**config.mk**
```make
export PLATFORM = sky130hd
export DESIGN_NAME = ics2115_voice_engine
export DESIGN_NICKNAME = d
export VERILOG_FILES = /design/src/rtl/ics2115_voice_engine.sv
export SDC_FILE = /design/constraint.sdc
export NUM_CORES = 2
export LEC_CHECK = 0
export BUFFER_PORTS_ARGS = -buffer_cell sky130_fd_sc_hd__buf_2
export CORE_ASPECT_RATIO = 1.25
export CORE_MARGIN = 4
export CORE_UTILIZATION = 64
export CTS_CLUSTER_DIAMETER = 200
export DETAILED_ROUTE_END_ITERATION = 6
export PLACE_DENSITY = 0.81
export SLEW_MARGIN = 30
export SYNTH_ARGS = -nofsm -noshare
export SYNTH_HDL_FRONTEND = slang
export SYNTH_SLANG_ARGS = --single-unit
```
**constraint.sdc**
```tcl
create_clock -name clk -period 12.45 [get_ports clk]
set_input_delay 2.49 -clock clk [delete_from_list [all_inputs] [get_ports clk]]
set_output_delay 2.49 -clock clk [all_outputs]
set_load 0.02 [all_outputs]
```
**src/rtl/ics2115_voice_engine.sv**
```systemverilog
// Multi-voice PCM wavetable engine: each sample_tick walks every voice, fetches its 4-sample
// SDRAM word on a cache miss, scales by L/R volume and publishes a saturated stereo mix.
module ics2115_voice_engine #(
  parameter int          NUM_VOICES = 8,
  parameter int          ADDR_W     = 24,
  parameter logic [28:0] SDRAM_BASE = 29'h0
) (
  input  logic        clk,
  input  logic        reset_n,
  input  logic [1:0]  addr,
  input  logic [7:0]  din,
  output logic [7:0]  dout,
  input  logic        we,
  input  logic        re,
  input  logic        sample_tick,
  output logic        sdram_rd,
  output logic [28:0] sdram_addr,
  input  logic [63:0] sdram_dout,
  input  logic        sdram_busy,
  input  logic        sdram_dout_ready,
  output logic [15:0] sample_l,
  output logic [15:0] sample_r,
  output logic        sample_valid,
  output logic        overrun
);
  localparam int VW = (NUM_VOICES > 1) ? $clog2(NUM_VOICES) : 1;
  localparam int AW = 16 + VW + 1;
  localparam int PW = ADDR_W + 8;
  localparam int TW = ADDR_W - 2;
  localparam logic [VW-1:0] LAST_V = VW'(NUM_VOICES - 1);

  // state | meaning
  // IDLE  | waiting for sample_tick
  // SCAN  | check run flag and cache tag of voice v
  // REQ   | SDRAM fetch of the 4-sample word under the voice position
  // MIX   | scale and accumulate the sample, advance the position
  // OUT   | saturate and publish the mix
  typedef enum logic [2:0] {S_IDLE, S_SCAN, S_REQ, S_MIX, S_OUT} state_t;

  state_t               state_q, state_d;
  logic [VW-1:0]        v_q, v_d;
  logic signed [AW-1:0] accl_q, accl_d, accr_q, accr_d;
  logic [15:0]          sl_q, sl_d, sr_q, sr_d;
  logic                 valid_q, valid_d, ovr_q, ovr_d, rd_q, rd_d;
  logic [28:0]          addr_q, addr_d;
  logic [7:0]           sel_q, sel_d, idx_q, idx_d, hold_q, hold_d;

  logic [NUM_VOICES-1:0] run_q, run_d, loop_q, loop_d, done_q, done_d, cval_q, cval_d;
  logic [ADDR_W-1:0]     start_q [NUM_VOICES];
  logic [ADDR_W-1:0]     start_d [NUM_VOICES];
  logic [ADDR_W-1:0]     end_q   [NUM_VOICES];
  logic [ADDR_W-1:0]     end_d   [NUM_VOICES];
  logic [ADDR_W-1:0]     lpa_q   [NUM_VOICES];
  logic [ADDR_W-1:0]     lpa_d   [NUM_VOICES];
  logic [15:0]           step_q  [NUM_VOICES];
  logic [15:0]           step_d  [NUM_VOICES];
  logic [15:0]           vol_q   [NUM_VOICES];
  logic [15:0]           vol_d   [NUM_VOICES];
  logic [PW-1:0]         pos_q   [NUM_VOICES];
  logic [PW-1:0]         pos_d   [NUM_VOICES];
  logic [TW-1:0]         tag_q   [NUM_VOICES];
  logic [TW-1:0]         tag_d   [NUM_VOICES];
  logic [63:0]           word_q  [NUM_VOICES];
  logic [63:0]           word_d  [NUM_VOICES];

  logic [ADDR_W-1:0]    cur_int;
  logic [1:0]           lane;
  logic signed [15:0]   smp;
  logic signed [AW+7:0] smp_x, vl_x, vr_x, prod_l, prod_r;
  logic [PW:0]          sum;
  logic [28:0]          off;
  logic [VW-1:0]        hv;
  logic                 hv_ok;
  logic [15:0]          wdata, rval;
  logic                 unused_ok;

  function automatic logic [15:0] sat16(input logic signed [AW-1:0] a);
    if (a[AW-1:15] == {(AW-15){a[AW-1]}}) return a[15:0];
    return a[AW-1] ? 16'h8000 : 16'h7FFF;
  endfunction

  assign hv        = sel_q[VW-1:0];
  assign hv_ok     = (int'(hv) < NUM_VOICES) && (idx_q <= 8'd8);
  assign wdata     = {din, hold_q};
  assign unused_ok = ^{re, prod_l[7:0], prod_r[7:0]};

  always_comb begin
    rval = '0;
    if (hv_ok) begin
      case (idx_q[3:0])
        4'd0:    rval = {13'd0, done_q[hv], loop_q[hv], run_q[hv]};
        4'd1:    rval = 16'(start_q[hv][ADDR_W-1:16]);
        4'd2:    rval = start_q[hv][15:0];
        4'd3:    rval = 16'(end_q[hv][ADDR_W-1:16]);
        4'd4:    rval = end_q[hv][15:0];
        4'd5:    rval = 16'(lpa_q[hv][ADDR_W-1:16]);
        4'd6:    rval = lpa_q[hv][15:0];
        4'd7:    rval = step_q[hv];
        4'd8:    rval = vol_q[hv];
        default: rval = '0;
      endcase
    end
  end

  always_comb begin
    case (addr)
      2'd0:    dout = sel_q;
      2'd1:    dout = idx_q;
      2'd2:    dout = rval[7:0];
      default: dout = rval[15:8];
    endcase
  end

  always_comb begin
    state_d = state_q;  v_d = v_q;
    accl_d  = accl_q;   accr_d = accr_q;
    sl_d    = sl_q;     sr_d = sr_q;
    valid_d = 1'b0;     ovr_d = ovr_q;
    rd_d    = rd_q;     addr_d = addr_q;
    sel_d   = sel_q;    idx_d = idx_q;   hold_d = hold_q;
    run_d   = run_q;    loop_d = loop_q; done_d = done_q; cval_d = cval_q;
    start_d = start_q;  end_d = end_q;   lpa_d = lpa_q;
    step_d  = step_q;   vol_d = vol_q;   pos_d = pos_q;
    tag_d   = tag_q;    word_d = word_q;

    cur_int = pos_q[v_q][PW-1:8];
    lane    = cur_int[1:0];
    smp     = word_q[v_q][{lane, 4'b0000} +: 16];
    smp_x   = {{(AW-8){smp[15]}}, smp};
    vl_x    = {{AW{1'b0}}, vol_q[v_q][7:0]};
    vr_x    = {{AW{1'b0}}, vol_q[v_q][15:8]};
    prod_l  = smp_x * vl_x;
    prod_r  = smp_x * vr_x;
    sum     = {1'b0, pos_q[v_q]} + {{(PW-15){1'b0}}, step_q[v_q]};
    off     = '0;
    off[ADDR_W:0] = {cur_int[ADDR_W-1:2], 3'b000};

    if (sample_tick && state_q != S_IDLE) ovr_d = 1'b1;

    case (state_q)
      S_IDLE: if (sample_tick) begin
        state_d = S_SCAN;
        v_d     = '0;
      end
      S_SCAN: begin
        if (!run_q[v_q]) begin
          if (v_q == LAST_V) state_d = S_OUT;
          else v_d = v_q + VW'(1);
        end else if (!cval_q[v_q] || tag_q[v_q] != cur_int[ADDR_W-1:2]) begin
          state_d = S_REQ;
        end else begin
          state_d = S_MIX;
        end
      end
      S_REQ: begin
        if (!rd_q) begin
          if (!sdram_busy) begin
            rd_d   = 1'b1;
            addr_d = SDRAM_BASE + off;
          end
        end else if (sdram_dout_ready) begin
          word_d[v_q] = sdram_dout;
          tag_d[v_q]  = cur_int[ADDR_W-1:2];
          cval_d[v_q] = 1'b1;
          rd_d        = 1'b0;
          state_d     = S_MIX;
        end
      end
      S_MIX: begin
        accl_d = accl_q + $signed(prod_l[AW+7:8]);
        accr_d = accr_q + $signed(prod_r[AW+7:8]);
        // Passing END either wraps to LOOP (fraction dropped) or retires the voice.
        if (sum[PW:8] > {1'b0, end_q[v_q]}) begin
          if (loop_q[v_q]) begin
            pos_d[v_q] = {lpa_q[v_q], 8'h00};
          end else begin
            pos_d[v_q]  = sum[PW-1:0];
            run_d[v_q]  = 1'b0;
            done_d[v_q] = 1'b1;
          end
        end else begin
          pos_d[v_q] = sum[PW-1:0];
        end
        if (v_q == LAST_V) begin
          state_d = S_OUT;
        end else begin
          v_d     = v_q + VW'(1);
          state_d = S_SCAN;
        end
      end
      S_OUT: begin
        sl_d    = sat16(accl_q);
        sr_d    = sat16(accr_q);
        valid_d = 1'b1;
        accl_d  = '0;
        accr_d  = '0;
        state_d = S_IDLE;
      end
      default: state_d = S_IDLE;
    endcase

    // Host writes come last so they override an engine update of the same voice.
    if (we) begin
      case (addr)
        2'd0: sel_d  = din;
        2'd1: idx_d  = din;
        2'd2: hold_d = din;
        default: if (hv_ok) begin
          case (idx_q[3:0])
            4'd0: begin
              run_d[hv]  = wdata[0];
              loop_d[hv] = wdata[1];
              if (wdata[0]) done_d[hv] = 1'b0;
              if (wdata[0] && !run_q[hv]) begin
                pos_d[hv]  = {start_q[hv], 8'h00};
                cval_d[hv] = 1'b0;
              end
            end
            4'd1: start_d[hv][ADDR_W-1:16] = wdata[ADDR_W-17:0];
            4'd2: start_d[hv][15:0]        = wdata;
            4'd3: end_d[hv][ADDR_W-1:16]   = wdata[ADDR_W-17:0];
            4'd4: end_d[hv][15:0]          = wdata;
            4'd5: lpa_d[hv][ADDR_W-1:16]   = wdata[ADDR_W-17:0];
            4'd6: lpa_d[hv][15:0]          = wdata;
            4'd7: step_d[hv]               = wdata;
            4'd8: vol_d[hv]                = wdata;
            default: ;
          endcase
        end
      endcase
    end
  end

  always_ff @(posedge clk or negedge reset_n) begin
    if (!reset_n) begin
      state_q <= S_IDLE;  v_q <= '0;
      accl_q  <= '0;      accr_q <= '0;
      sl_q    <= '0;      sr_q <= '0;
      valid_q <= 1'b0;    ovr_q <= 1'b0;
      rd_q    <= 1'b0;    addr_q <= '0;
      sel_q   <= '0;      idx_q <= '0;   hold_q <= '0;
      run_q   <= '0;      loop_q <= '0;  done_q <= '0; cval_q <= '0;
      for (int i = 0; i < NUM_VOICES; i++) begin
        start_q[i] <= '0;
        end_q[i]   <= '0;
        lpa_q[i]   <= '0;
        step_q[i]  <= '0;
        vol_q[i]   <= '0;
        pos_q[i]   <= '0;
        tag_q[i]   <= '0;
        word_q[i]  <= '0;
      end
    end else begin
      state_q <= state_d;  v_q <= v_d;
      accl_q  <= accl_d;   accr_q <= accr_d;
      sl_q    <= sl_d;     sr_q <= sr_d;
      valid_q <= valid_d;  ovr_q <= ovr_d;
      rd_q    <= rd_d;     addr_q <= addr_d;
      sel_q   <= sel_d;    idx_q <= idx_d;   hold_q <= hold_d;
      run_q   <= run_d;    loop_q <= loop_d; done_q <= done_d; cval_q <= cval_d;
      start_q <= start_d;  end_q <= end_d;   lpa_q <= lpa_d;
      step_q  <= step_d;   vol_q <= vol_d;   pos_q <= pos_d;
      tag_q   <= tag_d;    word_q <= word_d;
    end
  end

  assign sdram_rd     = rd_q;
  assign sdram_addr   = addr_q;
  assign sample_l     = sl_q;
  assign sample_r     = sr_q;
  assign sample_valid = valid_q;
  assign overrun      = ovr_q;
endmodule

```
Word level (Yosys, flattened, before mapping)
Cells that the tools add are included.

word-level totals
  bits in latches = 0
  memories kept = 0
  word-level logic and storage cells = 311
  bits in writable memories = 0
  output and inout port bits = 72
  register bits = 1935
  bits in read-only memories = 0
  bits of input ports = 81

cells by class
  multipliers = 2
  mux-type cells = 146
  $add $sub $neg = 4
  divide/modulo/power cells = 0
  shift operators = 1
  bitwise operators = 12
  reductions and logical operators = 32
  equal/unequal tests = 23
  magnitude comparators = 10

operators by type and width
  kind              number
  $mux 256          8
  $bwmux 192        6
  $pmux 192 s2      3
  $bwmux 256        3
  $bwmux 512        1
  $bmux 24 s3       5
  $mux 16           17
  $mux 24           11
  $bwmux 128        2
  $bmux 16 s3       4
  $bmux 64 s3       1
  $demux 32 s3      2
  $demux 64 s3      1
  $mux 64           3
  $mux 8            23
  $bwmux 176        1
  $demux 24 s3      2
  $pmux 16 s9       1
  $mux 32           4
  $bmux 32 s3       1
  $pmux 20 s2       2
  $bmux 22 s3       1
  $demux 22 s3      1
  $mux 22           3
  other kinds (50)  124

Depth between registers and ports, before layout
  depth in word-level cells = 15
  gate-level depth with buffers = 49
  depth with buffers taken out = 41

Worst setup path after synthesis
OpenSTA, ideal clock, no wires.

  path type = register -> register
  from = register v_q[0]
  to = register accr_q[19]
  path buffers = 10
  stages on the path, launching flop included = 42
  arrival = 9882 ps
  setup slack = 2429 ps
  required time = 12311 ps
  cell sequence = dfrtp_1 -> buf_2 -> buf_2 -> buf_2 -> buf_2 -> buf_2 -> buf_2 -> buf_2 -> nor3_1 -> clkbuf_1 -> clkbuf_1 -> a22oi_1 -> nand4_1 -> o21ai_0 -> a21oi_1 -> clkbuf_1 -> nand2_1 -> fa_1 -> (+6 left out) -> ha_1 -> a21o_1 -> a21o_1 -> a21oi_1 -> or4b_2 -> a41o_1 -> a21oi_1 -> o21ai_0 -> xor2_1 -> ha_1 -> o21ai_0 -> nor2b_1 -> a21oi_1 -> a31oi_1 -> xnor2_1 -> a211oi_1 -> o211ai_1 -> o2111ai_1

on the way
  longest elaborated chain between the ends = 8
  elaborated cells on any way between the ends = 14

ends and longest elaborated chain
  what                                                                           RTL line       RTL
  from (decl)                                                                    41             logic [VW-1:0] v_q, v_d;
  from (signal assigned)                                                         254            state_q <= state_d; v_q <= v_d;
  $not 3->4 (implied by the code) (*)                                            126, 128, 131
  $bmux 64 s3 / $bmux 32 s3 (equally long branches)                              128, 126
  $mux 64 (implied by the code) / $mux 32 (equally long branches) (2 in series)  128, 126
  $shiftx 64x7->16                                                               128            smp = word_q[v_q][{lane, 4'b0000} +: 16];
  $mul 16x9->25 (*)                                                              133            prod_r = smp_x * vr_x;
  $add 20x17->20 (*)                                                             171            accr_d = accr_q + $signed(prod_r[AW+7:8]);
  $pmux 20 s2 (*)                                                                140            case (state_q)
  to (signal assigned)                                                           255            accl_q <= accl_d; accr_q <= accr_d;
  to (decl)                                                                      42             logic signed [AW-1:0] accl_q, accl_d, accr_q, accr_d;

Mark *: on every way between the ends. The rest lies on a longest branch, timed or not. The select of a mux whose other input is x is not followed.
A chain may end at the register's enable or synchronous reset.

Final worst setup path
  from = register v_q[1]
  to = register accr_q[18]

The elaborated chain is that of the path after synthesis.

==> results.txt <==
The flow ran to the end, but the final reports show violations. The checks that failed: DRC. Hold is met by 0.4692 ns. TritonCTS built the clock tree. The post-CTS clock slew at the launch and capture registers of the worst setup and hold paths works out to 0.07 ns. For the via count of the first global-routing pass, the log shows 82,410.

In this run the standard cell core region covers 156,300 um2. Detailed-route wire length per cell: 31.31 um. The power density of the placed cells was 236.5 nW/um2; the overall die height was 451.6 um.

For this run, the number of Yosys warnings is 0. The longest clock path from root to sink contains 3 buffers. The capturing element type of the critical path is a register. The time the final worst path needs with I/O delays and setup is 11.39 ns. For this run the aggregate overflow at the end of global routing stands at 0. CTS built an H-tree with a depth of 4.

The detailed router placed 81,400 vias in this run. The final core utilization came out at 0.7072. For the post-cts hold buffer count, the log shows 0. The run gives 1.061 ns as the final setup slack of the worst path. The layout has 10,640 filler cells. The worst endpoint data arrival time is 12.15 ns, and the slew of the pin with the lowest slew margin is 1.170 ns.

The relative slew slack came out at 0.2185. The die extent in x was 362.9 um; the max capacitance violation total was 0. The met1 wire length came out at 116.8 mm. At the end of routability-driven placement, the weighted congestion stood at 1.046. The worst min-delay path category is reg2reg. The logs give 0 for the final hold violation count and 2 for the number of DRC violations after detailed routing.

The share of the cycle needed by the critical path after routing came out at 0.9148. Setup repair after global routing left no endpoint under its margin. Along the worst path, the maximum fanout reaches 34. The tools report the number of antenna-violating nets in the routed design as 0. After clock tree synthesis, the setup repair step added 0 buffers. The run gives 0.6448 as the initial cell density of the core. The logs give 0.89 ns for the insertion delay to the later sink of the worst-skew pair and 215.5 mm for the detailed placer's ending HPWL. In this run the clock root is driven by a sky130_fd_sc_hd__clkbuf_16. The total power after layout is 26,140 uW, and the synthesized cell area is 100,800 um2.

Buffers inserted during clock tree synthesis total 186. The die covers 163,900 um2. The fraction of final layout cells with drive strength greater than 1 was 0.2557; the floorplan row count was 162.

The final max-slew violation count was 0. In this run the top signal layer used is met5. Setup violations remaining at the end of the flow were counted as 0.

After clock tree synthesis, the repair step resized 0 gates. Summed over all nets, wire length on met2 after detailed routing comes to 153.0 mm. The clock drives 1,935 sinks. Summed over all cells, the static leakage comes to 0.05101 uW. Entering global routing, the biggest net connects 184 pins. Average vias per placed instance: 7.293. Synthesis-to-finish area growth: 9.690%. After synthesis the netlist holds a flip-flop and latch count of 1,935. Among all stages on the critical path, the largest delay is contributed by sky130_fd_sc_hd__dfrtp_4. For the final routed database, the setup TNS stands at 0 ns.

For this run, the leading register cell type out of synthesis is sky130_fd_sc_hd__dfrtp_1. The number of top-level design ports came out at 153. The run gives 0.08780 GHz as the highest clock frequency the design can meet.

Between clock sinks in the finished design, the worst skew comes to 0.06089 ns. The count of flip-flops with a built-in enable after synthesis was 0. Yosys mapped the design onto 84 distinct sky130hd cell types. The async set-or-reset flop fraction in the synthesized netlist was 1.000. The sequential share of the synthesized area came out at 0.4806. The number of optimization iterations in the first detailed-route pass was 7. The mean instance size in the synthesized netlist came out at 11.12 um2. For this block, the routed nets add up to 349.4 mm of wire. Post-synthesis instance total: 9,059. The startpoint class of the critical path was a register. Detailed routing placed a total of 45.34 mm of wire on met3.

The global-route usage over all layers was 0.4198. The worst setup path is of the reg2reg kind. In this design, the stage delay of the slowest critical-path cell is 0.72 ns. Before CTS, the worst setup slack after placement is 1.513 ns. The required time of the worst setup path is 13.21 ns.

The worst IR drop on VDD is 0.0001822 V. The first global-routing pass estimated 515.4 mm of wire. The detailed router finished its first iteration with 11,380 violations. The net count of the finished layout is 9,392. Initial antenna violation count: 29. The quantity of I/O buffers inserted on ports came out at 144.
-- registers in the layout, summed over array words and instances (netlist names), 16 cells and up --
name and cells:
lpa_q 192, pos_q 256, sample_r 16, end_q 192, sdram_addr 22, accr_q 20, start_q 192, sample_l 16
accl_q 20, word_q 512, tag_q 176, step_q 128, vol_q 128
-- kinds of logic after synthesis --
family,count (synthesis),share of synthesized area
compound gates,2402,0.1668
flops,1935,0.4806
simple gates,1683,0.07360
mux,1467,0.1644
buf+inv,1078,0.04244
fa+ha+maj,377,0.06209
xor+xnor,116,0.01008
other cells,1,0.00003722
-- cell usage after synthesis, types with 14 or more instances --
library cell	count	area, um2
sky130_fd_sc_hd__ha_1	172	2152
sky130_fd_sc_hd__nand2_1	603	2263
sky130_fd_sc_hd__buf_4	22	165.2
sky130_fd_sc_hd__a211oi_2	80	1001
sky130_fd_sc_hd__mux2i_1	89	890.9
sky130_fd_sc_hd__a21oi_1	468	2342
sky130_fd_sc_hd__a211oi_1	27	202.7
sky130_fd_sc_hd__a31oi_1	153	957.2
sky130_fd_sc_hd__a221oi_1	217	1901
sky130_fd_sc_hd__nor3_1	43	215.2
sky130_fd_sc_hd__nor4_1	22	137.6
sky130_fd_sc_hd__and2_1	17	106.4
sky130_fd_sc_hd__xor2_1	42	367.9
sky130_fd_sc_hd__and3_1	43	269.0
sky130_fd_sc_hd__a21o_1	28	210.2
sky130_fd_sc_hd__o31ai_1	87	653.1
sky130_fd_sc_hd__inv_1	330	1239
sky130_fd_sc_hd__and4_1	18	157.7
sky130_fd_sc_hd__buf_1	109	409.1
sky130_fd_sc_hd__a211o_1	18	157.7
sky130_fd_sc_hd__clkbuf_1	565	2121
sky130_fd_sc_hd__fa_1	205	4104
sky130_fd_sc_hd__o211ai_1	30	225.2
sky130_fd_sc_hd__o22ai_1	123	769.5
sky130_fd_sc_hd__mux2_2	1364	15360
sky130_fd_sc_hd__or2_2	14	87.58
sky130_fd_sc_hd__nor2b_1	26	162.7
sky130_fd_sc_hd__a22o_1	158	1384
sky130_fd_sc_hd__nand4_1	70	437.9
sky130_fd_sc_hd__o21ai_0	294	1471
sky130_fd_sc_hd__buf_6	14	157.7
sky130_fd_sc_hd__a22oi_1	593	4452
sky130_fd_sc_hd__mux4_2	14	315.3
sky130_fd_sc_hd__o21a_1	19	142.6
sky130_fd_sc_hd__dfrtp_1	1935	48420
sky130_fd_sc_hd__nand2b_1	41	256.5
sky130_fd_sc_hd__xnor2_1	74	648.1
sky130_fd_sc_hd__nand3_1	83	415.4
sky130_fd_sc_hd__buf_2	34	170.2
sky130_fd_sc_hd__nor2_1	644	2417
-- report_power, final --
group,leakage [uW],internal (uW),total [uW],switching (uW)
combinational,0.0220,4080,12000,7920
clock,0.00309,3270,5850,2580
sequential,0.0259,7490,8290,798
-- cell type report --
type / instances / area, um2 / share of cell area
Antenna cell: 24 / 60.06 / 0.0005434
Clock buffer: 273 / 5424 / 0.04907
Clock inverter: 68 / 863.3 / 0.007811
Inverter: 334 / 1254 / 0.01134
Multi-Input combinational cell: 6052 / 48540 / 0.4392
Sequential cell: 1935 / 48440 / 0.4383
Tap cell: 2050 / 2565 / 0.02321
Timing Repair Buffer: 425 / 3378 / 0.03057
-- metal layers --
layer | GRT usage | up-vias
li1 | - | 32850
met1 | 0.4978 | 40460
met2 | 0.6364 | 6149
met3 | 0.1349 | 1934
met4 | 0.3255 | 10
met5 | 0 | -
-- layout by cell type (no fill, tap or decap), types with 205 or more instances in the layout --
master and instances:
sky130_fd_sc_hd__a22oi_1 593, sky130_fd_sc_hd__mux2_2 1364, sky130_fd_sc_hd__a221oi_1 212, sky130_fd_sc_hd__nor2_1 604, sky130_fd_sc_hd__o21ai_0 289, sky130_fd_sc_hd__nand2_1 592
sky130_fd_sc_hd__a21oi_1 467, sky130_fd_sc_hd__dfrtp_1 1925, sky130_fd_sc_hd__fa_1 205, sky130_fd_sc_hd__buf_4 249, sky130_fd_sc_hd__inv_1 329
-- through the flow --
stage	std cells	cell area [um2]
2_1_floorplan	9065	100800
3_3_place_gp	10780	103700
3_5_place_dp	10790	103900
4_1_cts	11130	110100
5_1_grt	11140	110500
6_report	11160	110500
-- worst paths after layout --
kind / from / to / slack [ns] / depth (start not counted)
max in group asynchronous: reset_n / word_q[12]$_DFFE_PN0P_ / 8.56 / 5
worst min register to register: overrun$_DFFE_PN0P_ / overrun$_DFFE_PN0P_ / 0.47 / 1
min in group asynchronous: reset_n / start_q[84]$_DFFE_PN0P_ / 1.53 / 1
worst max-delay path: v_q[1]$_DFFE_PN0P_ / accr_q[18]$_DFFE_PN0P_ / 1.06 / 39
worst min-delay path: overrun$_DFFE_PN0P_ / overrun$_DFFE_PN0P_ / 0.47 / 1
worst max register to register: v_q[1]$_DFFE_PN0P_ / accr_q[18]$_DFFE_PN0P_ / 1.06 / 39
-- worst max-delay path, delay by kind of cell, from the launching register on --
family | cells | cell delay (ns)
xor+xnor | 1 | 0.32
flops | 1 | 0.72
fa+ha+maj | 6 | 2.80
compound gates | 15 | 3.59
buf+inv | 7 | 1.39
simple gates | 10 | 2.39
(Power assumes the default switching activity.)
